**src/rtl/csa_sbox_bank.sv**
```systemverilog
`default_nettype none
// ============================================================================
// Module   : csa_sbox_bank
// Brief    : Loadable bank of NBOX IN_W->OUT_W S-boxes for the CSA datapath,
//            served through a PIPE-deep valid/ready lookup pipeline.
// Revision : 1.0 - initial release
// ============================================================================
module csa_sbox_bank #(
    parameter int IN_W  = 5,
    parameter int OUT_W = 2,
    parameter int NBOX  = 7,
    parameter int PIPE  = 1,
    localparam int c_BOX_W = (NBOX > 1) ? $clog2(NBOX) : 1
) (
    input  logic                    clk,
    input  logic                    rst,
    input  logic                    cfg_we,
    input  logic [c_BOX_W-1:0]      cfg_box,
    input  logic [IN_W-1:0]         cfg_addr,
    input  logic [OUT_W-1:0]        cfg_data,
    input  logic                    cfg_lock,
    input  logic                    cfg_unlock,
    output logic                    cfg_err,
    output logic                    active,
    input  logic                    in_valid,
    output logic                    in_ready,
    input  logic [NBOX*IN_W-1:0]    in_data,
    output logic                    out_valid,
    input  logic                    out_ready,
    output logic [NBOX*OUT_W-1:0]   out_data
);

    localparam int c_DEPTH = 2 ** IN_W;
    localparam int c_NENT  = NBOX * c_DEPTH;
    localparam int c_IDX_W = c_BOX_W + IN_W;
    localparam logic [c_BOX_W:0] c_NBOX_V = (c_BOX_W + 1)'(NBOX);

    localparam logic [1:0] c_ST_LOADING = 2'd0;
    localparam logic [1:0] c_ST_ACTIVE  = 2'd1;
    localparam logic [1:0] c_ST_DRAIN   = 2'd2;

    logic [1:0]             r_state;
    logic [1:0]             w_state_next;
    logic                   r_err;
    logic                   w_err;
    logic                   w_loading;
    logic                   w_serving;

    logic [OUT_W-1:0]       r_table [c_NENT];
    logic [c_NENT-1:0]      r_written;
    logic [c_NENT-1:0]      w_wr_mask;
    logic [c_IDX_W-1:0]     w_wr_idx;
    logic                   w_box_ok;
    logic                   w_wr_en;
    logic                   w_all_written;

    logic [PIPE-1:0]        r_vld;
    logic [NBOX*OUT_W-1:0]  r_dat [PIPE];
    logic [PIPE-1:0]        w_open;
    logic                   w_accept;
    logic [NBOX*OUT_W-1:0]  w_lookup;

    // Config decode: the lock check sees a same-cycle write as already landed
    assign w_box_ok      = ({1'b0, cfg_box} < c_NBOX_V);
    assign w_wr_idx      = {cfg_box, cfg_addr};
    assign w_wr_en       = w_loading & cfg_we & w_box_ok;
    assign w_wr_mask     = w_wr_en ? (c_NENT'(1) << w_wr_idx) : '0;
    assign w_all_written = &(r_written | w_wr_mask);

    always_ff @(posedge clk) begin
        if (rst) begin
            r_state <= c_ST_LOADING;
        end else begin
            r_state <= w_state_next;
        end
    end

    always_comb begin
        w_state_next = r_state;
        case (r_state)
            c_ST_LOADING: if (cfg_lock && w_all_written) w_state_next = c_ST_ACTIVE;
            c_ST_ACTIVE:  if (cfg_unlock) w_state_next = c_ST_DRAIN;
            c_ST_DRAIN:   if (r_vld == '0) w_state_next = c_ST_LOADING;
            default:      w_state_next = c_ST_LOADING;
        endcase
    end

    always_comb begin
        w_loading = 1'b0;
        w_serving = 1'b0;
        w_err     = 1'b0;
        case (r_state)
            c_ST_LOADING: begin
                w_loading = 1'b1;
                w_err     = (cfg_we & ~w_box_ok) | (cfg_lock & ~w_all_written);
            end
            c_ST_ACTIVE: begin
                w_serving = 1'b1;
                w_err     = cfg_we | cfg_lock;
            end
            default: begin
                w_err     = cfg_we | cfg_lock;
            end
        endcase
    end

    always_ff @(posedge clk) begin
        if (rst) begin
            r_err     <= 1'b0;
            r_written <= '0;
        end else begin
            r_err     <= w_err;
            r_written <= r_written | w_wr_mask;
        end
    end

    // Table storage is deliberately not reset; the written-flags gate locking
    always_ff @(posedge clk) begin
        if (w_wr_en) begin
            r_table[w_wr_idx] <= cfg_data;
        end
    end

    for (genvar k = 0; k < NBOX; k++) begin : g_box
        localparam logic [c_BOX_W-1:0] c_K = c_BOX_W'(k);
        assign w_lookup[k*OUT_W +: OUT_W] = r_table[{c_K, in_data[k*IN_W +: IN_W]}];
    end

    // A stage can take new content when it is empty or its content moves on
    always_comb begin
        w_open[PIPE-1] = ~r_vld[PIPE-1] | out_ready;
        for (int i = PIPE - 2; i >= 0; i--) begin
            w_open[i] = ~r_vld[i] | w_open[i+1];
        end
    end

    assign in_ready = w_serving & w_open[0];
    assign w_accept = in_valid & in_ready;

    always_ff @(posedge clk) begin
        if (rst) begin
            r_vld <= '0;
            for (int i = 0; i < PIPE; i++) begin
                r_dat[i] <= '0;
            end
        end else begin
            if (w_open[0]) begin
                r_vld[0] <= w_accept;
                if (w_accept) begin
                    r_dat[0] <= w_lookup;
                end
            end
            for (int i = 1; i < PIPE; i++) begin
                if (w_open[i]) begin
                    r_vld[i] <= r_vld[i-1];
                    if (r_vld[i-1]) begin
                        r_dat[i] <= r_dat[i-1];
                    end
                end
            end
        end
    end

    assign cfg_err   = r_err;
    assign active    = (r_state == c_ST_ACTIVE);
    assign out_valid = r_vld[PIPE-1];
    assign out_data  = r_dat[PIPE-1];

endmodule
`default_nettype wire

```
**config.mk**
```make
export PLATFORM = sky130hd
export DESIGN_NAME = csa_sbox_bank
export DESIGN_NICKNAME = d
export VERILOG_FILES = /design/src/rtl/csa_sbox_bank.sv
export SDC_FILE = /design/constraint.sdc
export NUM_CORES = 1
export LEC_CHECK = 0
export BUFFER_PORTS_ARGS = -buffer_cell sky130_fd_sc_hd__buf_2
export CORE_MARGIN = 2
export CORE_UTILIZATION = 45
export CTS_BUF_LIST = sky130_fd_sc_hd__clkbuf_4
export DETAILED_ROUTE_END_ITERATION = 10
export GPL_TIMING_DRIVEN = 0
export PLACE_DENSITY_LB_ADDON = 0.12
export SLEW_MARGIN = 20
export SYNTH_ARGS = -nofsm -noshare
export SYNTH_HDL_FRONTEND = slang
export SYNTH_SLANG_ARGS = --single-unit
```
**constraint.sdc**
```tcl
create_clock -name clk -period 8.2 [get_ports clk]
set_input_delay 2.05 -clock clk [delete_from_list [all_inputs] [get_ports clk]]
set_output_delay 2.05 -clock clk [all_outputs]
set_load 0.02 [all_outputs]
```
**Word-level counts from Yosys, hierarchy flattened**

Memory sizes are Yosys's and may differ from the RTL's.
Cells that the tools add are included.

- Bits in registers: 228
- RAM bits: 462
- Input port bits: 52
- Output and inout bits: 18
- Word-level logic and storage cells: 49
- Memories kept: 2

- Magnitude comparators: 1
- Eq/ne operators: 5
- Shift operators: 1
- Multiplexer cells: 18
- Bitwise operators: 13
- Reduce and logical (&&, ||, !) cells: 5

Memory list:

| memory | depth | bits a word | read ports | clocked after Yosys merged registers in | write ports | RTL line | RTL |
|---|---|---|---|---|---|---|---|
| r_table | 224 | 2 | 7 | 0 | 1 | 49 | `logic [OUT_W-1:0] r_table [c_NENT];` |
| r_dat | 1 | 14 | 1 | 0 | 1 | 58 | `logic [NBOX*OUT_W-1:0] r_dat [PIPE];` |

Operator list:

| operator | number |
|---|---|
| two-way mux 224 bit | 1 |
| OR 224 bit | 1 |
| AND reduction 224 bit | 1 |
| left shift 1 x 8 -> 224 bit (first input constant) | 1 |
| two-way mux 14 bit | 1 |
| OR reduction 14 bit | 1 |
| two-way mux 1 bit | 12 |
| AND 1 bit | 6 |
| two-way mux 2 bit | 3 |
| inequality test 2 bit (second input constant) | 3 |
| case mux 2 bit (3 select lines) | 1 |
| < comparator 3 bit (second input constant) | 1 |
| inverter 1 bit | 3 |
| OR 1 bit | 3 |
| AND reduction 3 bit | 1 |
| == test 2 x 1 -> 1 bit (second input constant) | 1 |
| == test 2 bit (second input constant) | 1 |
| zero test 2 bit | 1 |
| logical AND 1 bit | 1 |

**Depth between registers and ports, before layout**

- Depth in word-level cells: 11
- Gate-level depth with buffers: 11
- Gate-level depth less buffers: 8

**Least setup slack after synthesis**

Ideal clock, no wire load.

- Path kind: input -> output
- Start point: in out_ready
- End point: out in_ready
- Arrival time: 2.462 ns
- Required time: 6.150 ns
- Slack: 3.688 ns
- Stages: 2
- Buffers on the path: 0
- Path through: nor2b_1 -> nor2b_1

- Longest elaborated chain between the ends: 2

RTL lines:

| what | RTL line | RTL |
|---|---|---|
| start, declared | 29 | `input logic out_ready,` |
| OR 1 bit | 131 | `w_open[PIPE-1] = ~r_vld[PIPE-1] \| out_ready;` |
| AND 1 bit | 137 | `assign in_ready = w_serving & w_open[0];` |
| end, declared | 26 | `output logic in_ready,` |

No other way between the ends.

**Worst setup path after layout**

- Start point: in cfg_addr[4]
- End point: reg r_state[0]

- Longest elaborated chain between the ends: 7

RTL lines:

| what | RTL line | RTL |
|---|---|---|
| start, declared | 19 | `input logic [IN_W-1:0] cfg_addr,` |
| left shift 1 x 8 -> 224 bit | 67 | `assign w_wr_mask = w_wr_en ? (c_NENT'(1) << w_wr_idx) : '0;` |
| two-way mux 224 bit | 67 |  |
| OR 224 bit | 68 | `assign w_all_written = &(r_written \| w_wr_mask);` |
| AND reduction 224 bit | 68 |  |
| logical AND 1 bit | 81 | `c_ST_LOADING: if (cfg_lock && w_all_written) w_state_next = c_ST_ACTIVE;` |
| inequality test 2 bit (no source line) | n/a |  |
| AND reduction 3 bit (no source line) | n/a |  |
| end signal, assigned | 72 | `r_state <= c_ST_LOADING;` |
| end signal, assigned | 74 | `r_state <= w_state_next;` |
| end, declared | 42 | `logic [1:0] r_state;` |

No other way between the ends.
A chain may end at the register's enable or synchronous reset.

==> flow_metrics.py <==
metrics = {
    "worst_setup_path": {
        "cp_top_family": "simple AND/OR/NAND/NOR gates",
        "path_cells": "buf_2 -> nor2_1 -> clkbuf_1 -> a41oi_1 -> nor4_1 -> nand4_1 -> nor4_1 -> nand4_1 -> or3b_1 -> a211oi_2",
        "criticalPathCategory": "in -> reg",
        "critPathCaptureType": "register",
        "ff2ff_path_depth": 10,
        "rrSetupSlack_ns": 3.89,
        "required_ns": 9.08,
        "path_buf_inv": 2,
        "r2r_start": "r_state[1]",
        "crit_path_start_kind": "input port",
        "cp_slowest_cell": "nor2_1",
        "cp_data_arrival_time_ns": 6.29,
        "cp_slowest_stage_delay_ns": 0.82,
        "crit_fanout": 10,
        "reg2reg_to": "r_state[0]",
    },
    "cts": {
        "clk_latency_ns": 1.02,
        "clk_path_buf_depth": 3,
        "cts-hold-fix-buffers": 0,
        "cts_setup_buffers": 0,
        "clk_pin_slew_ns": 0.06,
        "cts_tree": "built",
        "cts_htree_levels": 4,
        "root_buffer": "clkbuf_4",
        "clock_sinks": 690,
        "cts_buffers": 178,
        "cts-resized-gates": 0,
    },
    "sta": {
        "rsz0062_at_grt": "no",
        "setup_viol": 0,
        "fin_tns_setup_ns": 0,
        "maxSlewViolCount": 0,
        "max_slew_margin_pct": 27.2,
        "max_freq_mhz": 185,
        "period_needed_ns": 5.41,
        "hold_viol": 0,
        "worst_pin_slew_ns": 1.09,
        "skew_ns": 0.0564,
        "timing.final.crit_share_pct": 65.9,
    },
    "synth": {
        "synth_top_family_by_area": "multiplexers",
        "synth-xor-area-share_pct": 0,
        "synthCells": 1912,
        "synth_flop_cell": "edfxtp_1",
        "async_flop_share_pct": 0,
        "syn-num-nets": 1964,
        "ys_ff_latch": 690,
        "syn-cell-area_um2": 27400,
        "synthMuxAreaShare_pct": 12.0,
        "synth_edf_count": 462,
        "yosys_warnings": 0,
        "synth_compound_area_share_pct": 7.31,
        "avgSynthCellArea_um2": 14.3,
        "synth.yosys.seq_area_share_pct": 67.4,
        "post_synth_fa_ha_maj_area_fraction_pct": 0,
        "synth_cell_types": 36,
        "synthSimpleGateAreaFrac_pct": 10.3,
    },
    "detailed_routing": {
        "wl_mm": 82.7,
        "drc_errors": 0,
        "drtIter0Drc": 1936,
        "wl_per_cell_um": 26.9,
        "avgViaCountPerCell": 6.06,
        "drtPass1Iterations": 6,
        "ant_nets": 0,
        "vias": 18600,
    },
    "floorplanning": {
        "rows": 90,
        "fp.dieH_um": 251,
        "die_area_um2": 62800,
        "ios": 70,
        "start_util_pct": 45.4,
        "core_um2": 60200,
        "die_w_um": 251,
    },
    "finish": {
        "drive_gt1_share_pct": 23.4,
        "final_common_cell": "nor2_1",
        "area_growth_pct": 13.1,
        "final_cell_mix": "nor2_1, edfxtp_1, clkbuf_4",
        "utilization_pct": 51.3,
        "finalNonFillerCells": 3070,
        "nets": 2199,
    },
    "global_route": {
        "gr-usage-all-layers_pct": 26.6,
        "grtUsageMet3_pct": 6.25,
        "use_met2_pct": 41.8,
        "grt_pass1_wl_mm": 122,
        "grt_overflow_total": 0,
        "first_global_vias": 19100,
        "antenna_found_initial": 2,
        "grtUsageMet1_pct": 34.7,
        "busiest_layer": "met2",
        "grt_max_degree": 125,
    },
    "placement": {
        "post-place-cells": 2749,
        "dp_hpwl_mm": 55.5,
        "globalplace.congestion": 0.891,
        "port_buffers": 53,
    },
    "job": {
        "maxCapViolCount": 0,
    },
    "pwr": {
        "vdd_drop_max_mv": 0.128,
        "power_w": 0.00706,
        "power_density_nw_per_um2": 228,
        "leakage_nw": 9.95,
    },
    "min_path": {
        "whs_endpoint": "r_written[149]",
        "min_path_type": "reg -> reg",
        "hp-start": "r_written[149]",
        "hold_depth": 2,
    },
    "run_status": {
        "status": "finished clean",
    },
}
-- through the flow --
step                hold WS (ns)  area, um^2  setup WS [ns]
global placement           0.437       28600           2.11
global route               0.476       30900           2.94
floorplan                  0.427       27400           3.69
finish                     0.454       30900           2.79
detailed placement         0.444       28700           2.08
CTS                        0.460       30900           3.17
-- worst register-to-register path: stages, from the launching register on --
cell,delay (ns)
dfxtp_1,0.41
nor4b_2,0.63
buf_2,0.34
buf_2,0.29
a41oi_1,0.26
nor4_1,0.48
nand4_1,0.15
nor4_1,0.55
nand4_1,0.42
or3b_1,0.49
a211oi_2,0.21
-- logic make-up (layout without fill, tap and decap cells) --
family	Yosys count	after routing
AO/OA/AOI/OAI	229	229
flip-flops	690	690
AND/OR/NAND/NOR	646	646
buffers and inverters	193	566
multiplexers	154	154
other	0	3
-- flip-flops by register name (all words and copies together), names as in the netlist --
register and flops:
r_table 448, r_written 224, r_dat 14, r_state 2, cfg_err 1, out_valid 1
-- cells in the mapped netlist, drive strengths merged (2+ instances only) --
library cell | n | area [um^2]
nor3 | 4 | 20.0
a41oi | 223 | 1950
nor2b | 5 | 31.3
nand4 | 12 | 75.1
nor4bb | 3 | 30.0
buf | 66 | 338
nor4 | 58 | 363
nor4b | 6 | 108
and4b | 4 | 40.0
dfxtp | 228 | 4560
mux2i | 14 | 140
mux4 | 140 | 3150
nand3 | 5 | 25.0
nand2 | 70 | 263
nor2 | 469 | 1760
edfxtp | 462 | 13900
clkbuf | 126 | 473
a21oi | 2 | 10.0
and4bb | 3 | 37.5
-- worst max path at each step --
stage	start	to	slack, ns	cells after the start
final	cfg_addr[4]	r_state[0]	2.79	10
after floorplan	out_ready	in_ready	3.69	2
after detailed placement	cfg_addr[4]	r_state[0]	2.08	10
after CTS	cfg_addr[3]	r_state[0]	3.17	11
after global placement	cfg_addr[4]	r_state[0]	2.11	10
after global routing	cfg_addr[4]	r_state[0]	2.94	10
-- final cells by class --
class	count	area, um^2
Fill cell	5182	29300
Sequential cell	690	18400
Multi-Input combinational cell	1029	8100
Clock buffer	266	2000
Tap cell	782	978
Buffer	192	811
Timing Repair Buffer	55	340
Clock inverter	52	260
Antenna cell	3	7.51
Inverter	1	3.75
-- metal layers --
metal	wire, um	vias up
li1	-	8079
met1	33800	9374
met2	38600	941
met3	6470	214
met4	3770	0
met5	0	-
-- power by group --
| part | leakage, nW | switching [W] | internal [W] |
|---|---|---|---|
| Sequential | 5.99 | 0.00000269 | 0.00371 |
| Clock | 1.35 | 0.00141 | 0.00154 |
| Combinational | 2.60 | 0.000274 | 0.000118 |
(Power assumes the default switching activity.)
